$ cat src/rtl/div_operand_seq.sv
`default_nettype none
// ============================================================================
// Module   : div_operand_seq
// Purpose  : Operand sequencer for the unsigned restoring divider. Captures a
//            signed dividend and divisor on two load events and sends their
//            magnitudes to the divider. It then waits for Ready, applies sign
//            correction, and flags divide-by-zero, overflow and timeout.
// Revision : 1.0 - initial release
// ============================================================================
module div_operand_seq #(
  parameter int DW      = 16,
  parameter int TIMEOUT = 64
) (
  input  logic          clk,
  input  logic          rst,
  input  logic          load,
  input  logic [DW-1:0] data_in,
  input  logic          div_ready,
  input  logic [DW-1:0] div_result,
  input  logic [DW-1:0] div_remainder,
  output logic [DW-1:0] dividendo,
  output logic [DW-1:0] divisor,
  output logic          div_start,
  output logic [DW-1:0] result,
  output logic [DW-1:0] remainder,
  output logic          done,
  output logic          error,
  output logic          load_x,
  output logic          load_y
);

  // Timeout counter only has to reach TIMEOUT-1
  localparam int TW = (TIMEOUT > 1) ? $clog2(TIMEOUT) : 1;
  localparam logic [TW-1:0] c_TMO_LAST = TW'(TIMEOUT - 1);

  typedef enum logic [2:0] {
    S_IDLE   = 3'd0,
    S_WAIT_Y = 3'd1,
    S_CHECK  = 3'd2,
    S_START  = 3'd3,
    S_WAIT   = 3'd4,
    S_FIX    = 3'd5,
    S_DONE   = 3'd6,
    S_ERR    = 3'd7
  } state_t;

  state_t        r_state;
  state_t        w_state_nxt;
  logic          r_load_d;
  logic          w_load_evt;
  logic [DW-1:0] r_x;
  logic [DW-1:0] r_y;
  logic          r_neg_q;
  logic          r_neg_r;
  logic [TW-1:0] r_tmo;
  logic [DW-1:0] r_q;
  logic [DW-1:0] r_r;
  logic [DW-1:0] r_dividendo;
  logic [DW-1:0] r_divisor;
  logic [DW-1:0] r_result;
  logic [DW-1:0] r_remainder;
  logic [DW-1:0] w_x_mag;
  logic [DW-1:0] w_y_mag;
  logic [DW-1:0] w_q_signed;
  logic [DW-1:0] w_r_signed;
  logic          w_ovf;

  assign w_load_evt = load & ~r_load_d;

  // Negating the most negative value wraps back to 2^(DW-1), which is the
  // correct unsigned magnitude.
  assign w_x_mag = r_x[DW-1] ? -r_x : r_x;
  assign w_y_mag = r_y[DW-1] ? -r_y : r_y;

  // The remainder takes the dividend's sign, but zero stays zero
  assign w_q_signed = r_neg_q ? -r_q : r_q;
  assign w_r_signed = (r_neg_r && (r_r != '0)) ? -r_r : r_r;
  // A positive quotient of 2^(DW-1) cannot be represented
  assign w_ovf      = ~r_neg_q & r_q[DW-1];

  assign dividendo = r_dividendo;
  assign divisor   = r_divisor;
  assign result    = r_result;
  assign remainder = r_remainder;

  // State register
  always_ff @(posedge clk) begin
    if (rst) r_state <= S_IDLE;
    else     r_state <= w_state_nxt;
  end

  // Next-state logic and state-decoded outputs
  always_comb begin
    w_state_nxt = r_state;
    div_start   = 1'b0;
    done        = 1'b0;
    error       = 1'b0;
    load_x      = 1'b0;
    load_y      = 1'b0;
    case (r_state)
      S_IDLE: begin
        load_x = 1'b1;
        if (w_load_evt) w_state_nxt = S_WAIT_Y;
      end
      S_WAIT_Y: begin
        load_y = 1'b1;
        if (w_load_evt) w_state_nxt = S_CHECK;
      end
      S_CHECK: w_state_nxt = (r_y == '0) ? S_ERR : S_START;
      S_START: begin
        div_start   = 1'b1;
        w_state_nxt = S_WAIT;
      end
      S_WAIT: begin
        if (div_ready)                w_state_nxt = S_FIX;
        else if (r_tmo == c_TMO_LAST) w_state_nxt = S_ERR;
      end
      S_FIX: w_state_nxt = w_ovf ? S_ERR : S_DONE;
      S_DONE: begin
        done = 1'b1;
        if (w_load_evt) w_state_nxt = S_WAIT_Y;
      end
      S_ERR: begin
        error = 1'b1;
        if (w_load_evt) w_state_nxt = S_WAIT_Y;
      end
      default: w_state_nxt = S_IDLE;
    endcase
  end

  // Operand capture, divider handshake data and result registers
  always_ff @(posedge clk) begin
    if (rst) begin
      r_load_d    <= 1'b0;
      r_x         <= '0;
      r_y         <= '0;
      r_neg_q     <= 1'b0;
      r_neg_r     <= 1'b0;
      r_tmo       <= '0;
      r_q         <= '0;
      r_r         <= '0;
      r_dividendo <= '0;
      r_divisor   <= '0;
      r_result    <= '0;
      r_remainder <= '0;
    end else begin
      r_load_d <= load;
      case (r_state)
        S_IDLE, S_DONE, S_ERR: begin
          if (w_load_evt) r_x <= data_in;
        end
        S_WAIT_Y: begin
          if (w_load_evt) r_y <= data_in;
        end
        S_CHECK: begin
          if (r_y != '0) begin
            r_dividendo <= w_x_mag;
            r_divisor   <= w_y_mag;
            r_neg_q     <= r_x[DW-1] ^ r_y[DW-1];
            r_neg_r     <= r_x[DW-1];
          end
        end
        S_START: r_tmo <= '0;
        S_WAIT: begin
          if (div_ready) begin
            r_q <= div_result;
            r_r <= div_remainder;
          end else begin
            r_tmo <= r_tmo + TW'(1);
          end
        end
        S_FIX: begin
          r_result    <= w_q_signed;
          r_remainder <= w_r_signed;
        end
        default: ;
      endcase
      // Every path into the error state presents zeroed results
      if ((w_state_nxt == S_ERR) && (r_state != S_ERR)) begin
        r_result    <= '0;
        r_remainder <= '0;
      end
    end
  end

endmodule
`default_nettype wire

$ cat config.mk
export PLATFORM = sky130hd
export DESIGN_NAME = div_operand_seq
export DESIGN_NICKNAME = d
export VERILOG_FILES = /design/src/rtl/div_operand_seq.sv
export SDC_FILE = /design/constraint.sdc
export NUM_CORES = 1
export LEC_CHECK = 0
export BUFFER_PORTS_ARGS = -buffer_cell sky130_fd_sc_hd__buf_2
export CORE_MARGIN = 4
export CORE_UTILIZATION = 55
export DETAILED_ROUTE_END_ITERATION = 12
export PLACE_DENSITY = 0.79
export SETUP_SLACK_MARGIN = 0.5
export SLEW_MARGIN = 20
export SYNTH_ARGS = -nofsm -noshare
export SYNTH_HDL_FRONTEND = slang
export SYNTH_SLANG_ARGS = --single-unit
$ cat constraint.sdc
create_clock -name clk -period 3 [get_ports clk]
set_input_delay 0.15 -clock clk [delete_from_list [all_inputs] [get_ports clk]]
set_output_delay 0.15 -clock clk [all_outputs]
set_load 0.005 [all_outputs]
After elaboration in Yosys (flattened, before gate mapping)
Cells that the tools add are included.

Add/sub/neg operators: 5. Equality and inequality tests: 11. Mux-type cells: 18. Bitwise gates (word level): 5. Reduce and logical (&&, ||, !) cells: 14.

Operators with widths (count): 16-bit two-way mux (4); 16-bit negation (4); 16-bit nonzero test (2); 3-bit case mux with 6 select lines (1); 16-bit zero test (1); 3-bit == test, second input constant (5); 3-bit two-way mux (5); 6-bit case mux with 2 select lines (1); 2-bit AND reduction (5); 6-bit by 1-bit adder with 6-bit output, second input constant (1); 3-bit by 2-bit == test with 1-bit output, second input constant (2); 6-bit == test, second input constant (1); 1-bit two-way mux (6); 6-bit two-way mux (1); 3-bit by 1-bit == test with 1-bit output, second input constant (1); 3-bit zero test (1); 3-bit != test, second input constant (1); 3-bit OR reduction (1); 1-bit bitwise AND (2); 1-bit logical AND (2); 2-bit != test, second input constant (1); 1-bit inverter (2); 2-bit nonzero test (1); 2-bit OR reduction (1); 1-bit XOR (1).

Bits in registers: 140. Output and inout port bits: 69. Logic and storage cells: 66.

Depth between registers and ports, before layout
Gate-level depths: netlist of the first run.

Depth in word-level cells: 7. Depth in mapped cells: 9.

Least setup slack after synthesis of the first run
No wires, ideal clock.

Kind: register -> register. Start: reg r_y[0]. End: reg r_remainder[10] (netlist: remainder[10]). Library setup time: 137 ps. Data arrival time: 2213 ps. Data required time: 2863 ps. Setup slack: 649 ps. Cell stages (with the launch flop): 10. Period minus slack after synthesis: 2351 ps. Cells stage by stage: dfxtp_1 inv_1 ha_1 or3b_2 or4_4 nor4_4 a21bo_2 a31o_4 buf_6 a211oi_1.

Longest elaborated chain between the ends: 6.

Ends and longest elaborated chain: from (decl) (RTL line 52) `logic [DW-1:0] r_y;`; from (signal assigned) (RTL line 153) `if (w_load_evt) r_y <= data_in;`; 16-bit zero test (RTL line 109) `S_CHECK: w_state_nxt = (r_y == '0) ? S_ERR : S_START;`; 3-bit two-way mux (RTL line 109); 3-bit case mux with 6 select lines (RTL line 100) `case (r_state)`; 3-bit == test (RTL line 179) `if ((w_state_nxt == S_ERR) && (r_state != S_ERR)) begin`; 1-bit logical AND (RTL line 179); 2-bit OR reduction (no line); to (signal assigned) (RTL line 174) `r_remainder <= w_r_signed;`; to (decl) (RTL line 61) `logic [DW-1:0] r_remainder;`.

No other way between the ends. A chain may end at the register's enable or synchronous reset.

Worst setup path in the final report of the first run
Start: reg r_y[1]. End: reg r_result[7] (netlist: result[7]).

Longest elaborated chain between the ends: 6.

Ends and longest elaborated chain: 16-bit zero test (RTL line 109); 3-bit two-way mux (RTL line 109); 3-bit case mux with 6 select lines (RTL line 100); 3-bit == test (RTL line 179); 1-bit logical AND (RTL line 179); 2-bit OR reduction (no line); to (signal assigned) (RTL line 173) `r_result <= w_q_signed;`; to (decl) (RTL line 60) `logic [DW-1:0] r_result;`.

No other way between the ends.

==> results of run 1 <==
==> per-stage QoR <==
stage / hold WS, ps / setup slack [ps] / std cells
after global placement: 375 / 389 / 992
after global routing: 21.6 / 483 / 1080
after floorplan: 278 / 649 / 770
after detailed placement: 378 / 316 / 992
after CTS: 5.76 / 494 / 1079
final: 15.1 / 576 / 1080
==> repair_timing <==
| item | in CTS | in global routing |
|---|---|---|
| pin swaps | 6 | 2 |
| hold buffers | 44 | 0 |
| gates resized for setup | 19 | 6 |
| setup buffers | 7 | 0 |
| hold endpoints to repair | 53 | 0 |
| gates cloned | 4 | 0 |
| setup endpoints to repair | 55 | 66 |
==> layout make-up <==
type | instances | area [um^2]
Fill cell | 798 | 2880
Timing Repair Buffer | 183 | 1210
Multi-Input combinational cell | 574 | 3320
Tap cell | 140 | 175
Antenna cell | 1 | 2.50
Sequential cell | 140 | 2810
Inverter | 10 | 37.5
Clock buffer | 24 | 502
Clock inverter | 8 | 40.0
==> per-layer routing <==
layer	share of wire (%)	global-route usage [%]
met1	39	31.3
met2	50	47.3
met3	7.2	5.71
met4	2.9	12.4
met5	0	0
==> worst min-delay path, stage by stage <==
cell and delay [ps]:
buf_2 100, nand2_1 70, a21oi_1 60
==> synthesized netlist by cell type, drive strengths merged <==
master / n
dfxtp: 140
o21ba: 1
and2: 2
clkbuf: 39
nand4b: 1
or3b: 1
nand4: 5
nor2b: 8
buf: 11
and3b: 3
xnor2: 7
nor3b: 1
or3: 8
nor4: 3
a21bo: 1
o21bai: 2
o41ai: 7
o31ai: 15
ha: 5
or4: 5
nand2: 168
mux2i: 3
or2: 4
a21oi: 85
o21a: 1
nand2b: 4
a211oi: 55
o31a: 1
inv: 10
a31o: 1
xor2: 48
o21ai: 25
nor2: 77
nand3: 6
and3: 5
or4b: 2
a31oi: 1
nor3: 8
nand3b: 1
==> state kept, by name, indices dropped and copies added, names as in the netlist <==
name and count:
dividendo 16, divisor 16, r_q 16, r_r 16
r_x 16, r_y 16, remainder 16, result 16
r_tmo 6, r_state 3, r_load_d 1, r_neg_q 1
r_neg_r 1
==> path summary, 6_finish.rpt <==
| kind | depth (start not counted) | endpoint |
|---|---|---|
| setup / recovery | 8 | result[7]$_SDFFE_PP0P_ |
| setup reg to reg | 8 | result[7]$_SDFFE_PP0P_ |
| hold / removal | 3 | r_r[12]$_SDFFE_PP0P_ |
| hold reg to reg | 2 | result[10]$_SDFFE_PP0P_ |
==> cell families after synthesis <==
family          count (synthesis)  share of synthesized area (%)
flops                         140                           44.8
buf+inv                        60                           4.40
simple gates                  312                           22.0
fa+ha+maj                       5                           1.00
mux                             3                          0.480
compound gates                195                           19.5
xor+xnor                       55                           7.71
==> cells in the final DEF (no fill, tap or decap), types with 3 or more instances in the layout <==
cell,n
o41ai_1,6
or4_1,3
a211oi_1,47
nor2b_1,8
nand3_1,6
nand2_1,168
a31o_4,4
ha_1,4
or3_1,7
o31ai_1,15
clkinv_2,8
o21ai_0,24
nor2_1,75
nand4_1,5
buf_2,120
or2_2,4
a211oi_2,8
buf_4,16
clkbuf_8,5
mux2i_1,3
nor3_1,7
a21oi_1,85
dlygate4sd3_1,44
and3_1,5
xor2_1,48
xnor2_1,7
dfxtp_2,4
dfxtp_1,136
nand2b_1,4
clkbuf_16,17
inv_1,8
==> power groups by stage <==
| stage | logic, W | clock network (W) | registers (W) |
|---|---|---|---|
| 3_3_place_gp | 0.000472 | 0 | 0.00203 |
| 4_1_cts | 0.000603 | 0.00192 | 0.00200 |
| 6_report | 0.000615 | 0.00191 | 0.00201 |
| 5_1_grt | 0.000675 | 0.00201 | 0.00201 |
| 3_5_place_dp | 0.000486 | 0 | 0.00204 |
| 2_1_floorplan | 0.000349 | 0 | 0.00201 |
==> results.tsv, run 1 <==
metric	value	unit
clk root buf	clkbuf_16	
fmax	412	MHz
TritonCTS clock tree	built	
Post-Layout Inst Area	8100	um^2
initial antenna violation count	1	
Max IR drop VDD	0.349	mV
Synth area leaders	dfxtp_1 45%, nand2_1 10%, a21oi_1 6.8%	
sequential share of power	44.3	%
clock insertion delay at the later pin of the skew report	420	ps
share of post-route cells with drive strength above 1	22.0	%
CTS buffer count	17	
Residual DRC	0	
Via density	5.69	
Die Area	13100	um^2
post-layout util	73.7	%
IO Pins	121	
ANT nets after route	0	
count of cell types in the netlist	47	
sequential area share after synthesis	44.8	%
IO buf count	120	
total number of vias	6144	
nets	983	
Mapped Cells	770	
Reg clk slew, reported paths	60	ps
final WL	17500	um
Area Growth Syn to Fin	29.6	%
worst-path fanout max	8	
CP Capture Type	flip-flop	
Slew Viols, Final	0	
Die Wd	115	um
largest area contributor in the netlist	dfxtp_1	
syn nets	827	
PwrDens	559	nW/um^2
core area	11000	um^2
FP Rows	38	
number of max-cap violations	0	
Mapped Avg Cell Area	8.12	um^2
Int Power	0.00335	W
total gr overflow	0	
Critical Path Start	r_y[1]$_SDFFE_PP0P_	
hold path startpoint	div_remainder[12]	
reg-to-reg setup timing slack	580	ps
switching part of the total	26.0	%
top cell type's share of synthesized area	44.8	%
leakage power	3.25	nW
#FFs+latches synth	140	
Synth Cell Area	6250	um^2
Clock Skews	6.54	ps
Total Routing Usage GR	27.0	%
crit path kind	flip-flop to flip-flop	
RSZ-0062 raised after global routing	yes	
Tmin final	2420	ps
TritonCTS sink count	140	
Initial Util	56.9	%
sw power	0.00118	W
logic gate share of total power	13.6	%
longest individual stage delay on the worst path	510	ps
H-tree levels	4	
worst-margin pin slew	974	ps
final setup TNS	0	ps
vias in the first global route	5968	
DP HPWL	10800	um
final setup fails	0	
CP top delay family	simple AND/OR/NAND/NOR gates	
pin count of the biggest net entering global routing	54	
crit path launch type	flip-flop	
Worst Hold Class	primary input to flip-flop	
Reg2Reg Launch Point	r_y[1]$_SDFFE_PP0P_	
First-pass DRT Iterations	5	
final period utilization	80.8	%
CP max stage cell	or4_4	
dpl cell area	6910	um^2
Max clock buf depth	2	
Clock power frac	42.1	%
drt wl/cell	16.2	um
Crit path buffers/inverters	1	
final hold violations	0	
first-pass GRT wire length	28200	um
critical path arrival	2690	ps
max_slew headroom	34.7	%
Yosys warnings	0	
WP data required	3260	ps
Die Height	115	um
outcome	completed	
Initial DRC Count	429	
RD Place Congestion	0.888	
worst path cell trace	inv_2, ha_4, or3b_4, or4_4, nor4_4, a21bo_2, a31o_4, a211oi_1	
total power	0.00453	W
Note: power is estimated with default switching activity, not from simulation.
==> inputs of run 2 (changes only) <==
--- a/config.mk
+++ b/config.mk
@@ -5,11 +5,12 @@
 export SDC_FILE = /design/constraint.sdc
 export NUM_CORES = 1
 export LEC_CHECK = 0
+export ABC_AREA = 1
 export BUFFER_PORTS_ARGS = -buffer_cell sky130_fd_sc_hd__buf_2
 export CORE_MARGIN = 4
-export CORE_UTILIZATION = 55
+export CORE_UTILIZATION = 56
 export DETAILED_ROUTE_END_ITERATION = 12
-export PLACE_DENSITY = 0.79
+export PLACE_DENSITY = 0.8
 export SETUP_SLACK_MARGIN = 0.5
 export SLEW_MARGIN = 20
 export SYNTH_ARGS = -nofsm -noshare
==> constraint.sdc (replaced) <==
create_clock -name clk -period 2.3 [get_ports clk]
set_input_delay 0.115 -clock clk [delete_from_list [all_inputs] [get_ports clk]]
set_output_delay 0.115 -clock clk [all_outputs]
set_load 0.005 [all_outputs]
==> run 2 against run 1 <==
Effect of this change: clock-buffer cell count shrank 3; area after synthesis up 7.7%; sequential power up 46%; maximum frequency increased by 34%; combinational power grew to 3.7 times the previous value; die area is 5.4% higher; sequential cell count is the same; critical path depth is 2 higher; via count up 14%; critical path type unchanged; critical endpoint is now divisor[6]$_SDFFE_PP0P_; largest cell class unchanged.
==> results.tsv, run 2 <==
metric	value	unit
pin count of the biggest net entering global routing	61	
dpl ws	56.1	ps
max_slew headroom	60.0	%
dpl cells	1224	
worst-margin pin slew	600	ps
RD Place Congestion	0.924	
first-pass GRT wire length	30500	um
TritonCTS clock tree	built	
outcome	completed	
crit path kind	flip-flop to flip-flop	
core area	11600	um^2
Worst Hold Class	primary input to flip-flop	
reg-to-reg setup timing slack	500	ps
wire length on met3	1440	um
clock insertion delay at the later pin of the skew report	430	ps
number of max-cap violations	0	
Mapped Avg Cell Area	6.76	um^2
Slew Viols, Final	0	
PwrDens	920	nW/um^2
final hold violations	0	
logic gate share of total power	29.0	%
Max clock buf depth	2	
Layout Cells excl Fill	1305	
R2R cell count	10	
top cell type's share of synthesized area	41.6	%
Residual DRC	0	
critical path arrival	2110	ps
worst path cell trace	inv_1, ha_2, nand3_2, nor2_4, buf_4, a21oi_4, buf_4, clkbuf_16, o21ai_0, a21oi_1	
switching part of the total	33.9	%
sw power	0.00267	W
Synth Cell Area	6730	um^2
CP max stage cell	dfxtp_1	
Final Hold Slack	15.8	ps
FP Rows	39	
number of diodes	0	
Int Power	0.00521	W
clk root buf	clkbuf_16	
final setup TNS	0	ps
Mapped Cells	996	
Reg clk slew, reported paths	60	ps
most used cell along the critical path	buf_4	
Tmin final	1800	ps
Yosys warnings	0	
vias in the first global route	6480	
most frequent cells after synthesis	199 x nand2_1, 143 x nor2_1, 140 x dfxtp_1	
First-pass DRT Iterations	5	
commonest cells after routing, fill and taps aside	198 x nand2_1, 141 x nor2_1, 138 x dfxtp_1, 120 x buf_2, 108 x o21ai_0	
IO Pins	121	
nets	1206	
Final WS setup	495	ps
Total Routing Usage GR	26.4	%
final WL	18600	um
Die Height	118	um
fmax	554	MHz
drt wl/cell	14.2	um
final setup fails	0	
CP Capture Type	flip-flop	
H-tree levels	4	
sequential share of power	37.1	%
Critical Path Start	r_y[1]$_SDFFE_PP0P_	
Die Area	13800	um^2
RSZ-0062 raised after global routing	yes	
largest area contributor in the netlist	dfxtp_1	
initial antenna violation count	0	
Clock Skews	13.8	ps
longest individual stage delay on the worst path	310	ps
most numerous cell in the Yosys netlist	nand2_1	
CTS buffer count	17	
Die Wd	118	um
fillers	925	
final period utilization	78.5	%
Via density	5.38	
ys async rst share	0	%
leakage power	4.05	nW
CP Capture Point	divisor[6]$_SDFFE_PP0P_	
IO buf count	120	
Reg2Reg Launch Point	r_y[1]$_SDFFE_PP0P_	
crit path launch type	flip-flop	
sequential area share after synthesis	41.6	%
syn nets	1053	
number of synthesized flops with an enable pin	0	
uppermost layer routed	met4	
Primary FF master, synth	dfxtp_1	
Initial DRC Count	639	
metal1 wirelength	7800	um
#FFs+latches synth	140	
Max IR drop VDD	0.625	mV
Clock power frac	33.9	%
WP data required	2610	ps
total power	0.00789	W
DP HPWL	12200	um
ANT nets after route	0	
TritonCTS sink count	140	
routed wl met2	8910	um
Area Growth Syn to Fin	27.4	%
Reg2Reg Capture Point	divisor[6]$_SDFFE_PP0P_	
total gr overflow	0	
Initial Util	58.0	%
commonest non-fill, non-tap cell in the layout	nand2_1	
total number of vias	7016	
share of post-route cells with drive strength above 1	17.8	%
Synth area leaders	dfxtp_1 42%, nand2_1 11%, o21ai_0 8.0%	
count of cell types in the netlist	40	
worst-path fanout max	14	
==> run 2: cell types whose count changed after synthesis, sizes merged, moves of 15 or more <==
cell	change
inv	+99
o21ai	+88
a211oi	-54
nand3	+56
nand2	+35
o31ai	-15
nor2	+70
a21oi	+22
xor2	-28
==> run 2: area by class of cell <==
type	instances	area, um^2	share of cell area [%]
sequential	140	2810	32.7
tap	143	179	2.09
clock inverter	11	119	1.39
multi-input combinational	701	3360	39.2
inverter	109	415	4.84
clock buffer	21	460	5.37
timing repair buffer	180	1240	14.5
==> run 2: kinds of logic (layout without fill, tap and decap cells) <==
logic type	after synthesis	in the layout	share of synthesized area [%]
buf+inv	156	321	9.40
fa+ha+maj	5	5	0.929
flops	140	140	41.6
simple gates	438	438	26.9
mux	1	1	0.149
xor+xnor	21	21	2.73
compound gates	235	236	18.2
==> run 2: worst min-delay path by stage <==
stage / slack [ps] / from / depth (start not counted) / end
6_report: 20 / div_result[2] / 3 / r_q[2]$_SDFFE_PP0P_
5_1_grt: 30 / div_remainder[8] / 3 / r_r[8]$_SDFFE_PP0P_
4_1_cts: 1 / div_result[2] / 3 / r_q[2]$_SDFFE_PP0P_
3_5_place_dp: 360 / load / 3 / r_load_d$_SDFF_PP0_
3_3_place_gp: 350 / load / 3 / r_load_d$_SDFF_PP0_
2_1_floorplan: 220 / load / 2 / r_load_d$_SDFF_PP0_
==> run 2: routing by layer <==
layer / up-vias / global-route usage (%)
met5: - / 0
met2: 284 / 43.8
met3: 38 / 6.58
li1: 3531 / -
met4: 0 / 9.52
met1: 3163 / 33.5
==> run 2: through the flow <==
stage | cell area, um^2 | util (%)
CTS | 8440 | 72.6
detailed placement | 7420 | 63.9
finish | 8580 | 73.9
global route | 8580 | 73.9
floorplan | 6730 | -
global placement | 7420 | 63.9
==> run 2: worst max-delay path: cells and delay by family, from the launching register on <==
family | cells | cell delay, ps
flip-flops | 1 | 310
AO/OA/AOI/OAI | 3 | 340
buffers and inverters | 4 | 560
AND/OR/NAND/NOR | 2 | 260
adder cells (fa/ha/maj) | 1 | 210
==> run 2: power groups by stage <==
| stage | Sequential [W] | Clock, W | Combinational [W] |
|---|---|---|---|
| after floorplan | 0.00289 | 0 | 0.00152 |
| after global placement | 0.00296 | 0 | 0.00193 |
| after detailed placement | 0.00296 | 0 | 0.00197 |
| after CTS | 0.00292 | 0.00270 | 0.00217 |
| after global routing | 0.00296 | 0.00282 | 0.00259 |
| final | 0.00293 | 0.00267 | 0.00229 |
==> run 2: timing repair <==
action	CTS	global route
endpoints found under the hold margin	40	0
gates cloned	1	1
endpoints found under the setup margin	67	54
resized for setup	7	11
setup buffers	4	6
hold buffers	37	0
pin swaps	3	3
==> inputs of run 3 (changes only) <==
==> constraint.sdc (replaced) <==
create_clock -name clk -period 1.7 [get_ports clk]
set_input_delay 0.085 -clock clk [delete_from_list [all_inputs] [get_ports clk]]
set_output_delay 0.085 -clock clk [all_outputs]
set_load 0.005 [all_outputs]
==> run 3 against run 2 <==
Effect of this change: the run now ends with negative hold slack, negative setup slack left; routed wire length up 50%; die area unchanged; worst setup slack lost 540 ps; non-clock buffer count is 76 higher; global-route usage up 1.5 points; final area rose by 21%; register-to-register slack worse by 540 ps; final cell count rose by 5.8%; critical path depth shrank 1; sequential share of layout area is 5.5 points lower; largest cell class unchanged; largest power group is now combinational cells.
==> results.tsv, run 3 (synthesis gave the netlist of run 2 again) <==
metric	value	unit
Reg2Reg Capture Point	remainder[14]$_SDFFE_PP0P_	
max_slew headroom	65.1	%
Residual DRC	0	
CP max stage cell	dfxtp_2	
Hold Crit Depth	3	
Die Area	13800	um^2
outcome	complete, but fails checks	
worst-margin pin slew	523	ps
first-pass GRT wire length	31900	um
Slew Viols, Final	0	
Post-Layout Inst Area	10400	um^2
WP data required	2070	ps
Reg clk slew, reported paths	70	ps
pin count of the biggest net entering global routing	42	
critical path arrival	2110	ps
Final WS setup	-46.0	ps
FP Rows	39	
IO buf count	120	
clock insertion delay at the later pin of the skew report	440	ps
RSZ-0062 raised after global routing	yes	
crit path launch type	flip-flop	
number of diodes	0	
Reg2Reg Launch Point	r_neg_q$_SDFFE_PP0P_	
Via density	6.08	
CP Capture Type	flip-flop	
H-tree levels	4	
worst path cell trace	inv_2, nand2_1, nor2_1, a21oi_2, nand4_1, nand3_2, nand2_4, clkbuf_16, nor2_1	
Max clock buf depth	2	
fmax	573	MHz
R2R cell count	9	
longest individual stage delay on the worst path	420	ps
hold path startpoint	data_in[3]	
Initial DRC Count	1106	
Tmin final	1750	ps
TritonCTS clock tree	built	
final hold violations	1	
crit path kind	flip-flop to flip-flop	
dpl cell area	7740	um^2
Clock Skews	16.0	ps
final WL	27800	um
worst-path fanout max	9	
Area Growth Syn to Fin	54.6	%
leakage power	4.71	nW
total number of vias	8399	
drt wl/cell	20.2	um
TritonCTS sink count	140	
CTS buffer count	17	
dpl ws	-17.2	ps
Die Height	118	um
final period utilization	103	%
initial antenna violation count	0	
commonest non-fill, non-tap cell in the layout	nand2_1	
Final Hold Slack	-7.77	ps
ANT nets after route	0	
final setup fails	22	
vias in the first global route	6695	
core area	11600	um^2
Total Routing Usage GR	28.0	%
commonest cells after routing, fill and taps aside	177 x nand2_1, 128 x dfxtp_1, 118 x buf_2, 108 x nor2_1, 87 x inv_1	
fillers	488	
Initial Util	58.0	%
DP HPWL	12500	um
reg-to-reg setup timing slack	-50	ps
clk root buf	clkbuf_16	
Worst Hold Class	primary input to flip-flop	
Die Wd	118	um
WHS Endpoint	r_y[3]$_SDFFE_PP0P_	
IO Pins	121	
Max IR drop VDD	1.15	mV
most used cell along the critical path	nor2_1	
First-pass DRT Iterations	7	
share of post-route cells with drive strength above 1	35.7	%
nets	1282	
PwrDens	1230	nW/um^2
number of max-cap violations	0	
total gr overflow	0	
failing checks	negative hold slack, negative setup slack	
RD Place Congestion	0.939	
total power	0.0128	W
[run 3: critical path: cells and delay by family, from the launching register on]
family / cells / cell delay, ps
AO/OA/AOI/OAI: 1 / 140
AND/OR/NAND/NOR: 6 / 750
flip-flops: 1 / 420
buffers and inverters: 2 / 350
[run 3: layer usage]
| layer | global-route usage [%] | routed length (um) |
|---|---|---|
| met5 | 0 | 0 |
| met4 | 11.0 | 1710 |
| met3 | 5.91 | 2350 |
| met2 | 50.8 | 14200 |
| met1 | 32.0 | 9540 |
[run 3: how the worst max path moves through the flow]
| stage | endpoint | cells after the start | from |
|---|---|---|---|
| global route | remainder[11]$_SDFFE_PP0P_ | 11 | r_r[0]$_SDFFE_PP0P_ |
| CTS | remainder[11]$_SDFFE_PP0P_ | 10 | r_y[1]$_SDFFE_PP0P_ |
| floorplan | remainder[0]$_SDFFE_PP0P_ | 10 | r_y[1]$_SDFFE_PP0P_ |
| finish | remainder[14]$_SDFFE_PP0P_ | 9 | r_neg_q$_SDFFE_PP0P_ |
| global placement | remainder[3]$_SDFFE_PP0P_ | 8 | r_state[0]$_SDFF_PP0_ |
| detailed placement | remainder[15]$_SDFFE_PP0P_ | 8 | r_state[0]$_SDFF_PP0_ |
[run 3: per-stage QoR]
stage	util [%]	cells	TNS, ps
6_report	89.6	1381	-377
5_1_grt	89.6	1381	-1020
4_1_cts	76.7	1318	0
3_5_place_dp	66.7	1236	-54.8
3_3_place_gp	66.7	1236	0
2_1_floorplan	-	996	0
[run 3: layout make-up]
cell class                      count  area [um^2]  share of cell area (%)
Timing Repair Buffer              256         2200                    21.2
Tap cell                          143          179                    1.72
Inverter                          109          444                    4.27
Clock buffer                       23          498                    4.78
Clock inverter                      9          110                    1.06
Multi-Input combinational cell    700         4140                    39.8
Sequential cell                   140         2830                    27.2
Timing Repair inverter              1         6.26                  0.0601
[run 3: what timing repair did]
| item | CTS | global route |
|---|---|---|
| hold buffers | 48 | 0 |
| cloned | 0 | 20 |
| endpoints found under the hold margin | 57 | 0 |
| setup buffers | 2 | 43 |
| pin swaps | 3 | 38 |
| setup endpoints to repair | 144 | 144 |
| resized for setup | 21 | 229 |
[run 3: power breakdown]
group	internal, W	leakage [nW]	total [W]	switching, W
Combinational	0.00202	3.29	0.00482	0.00280
Clock	0.00235	0.280	0.00387	0.00152
Sequential	0.00365	1.14	0.00406	0.000413
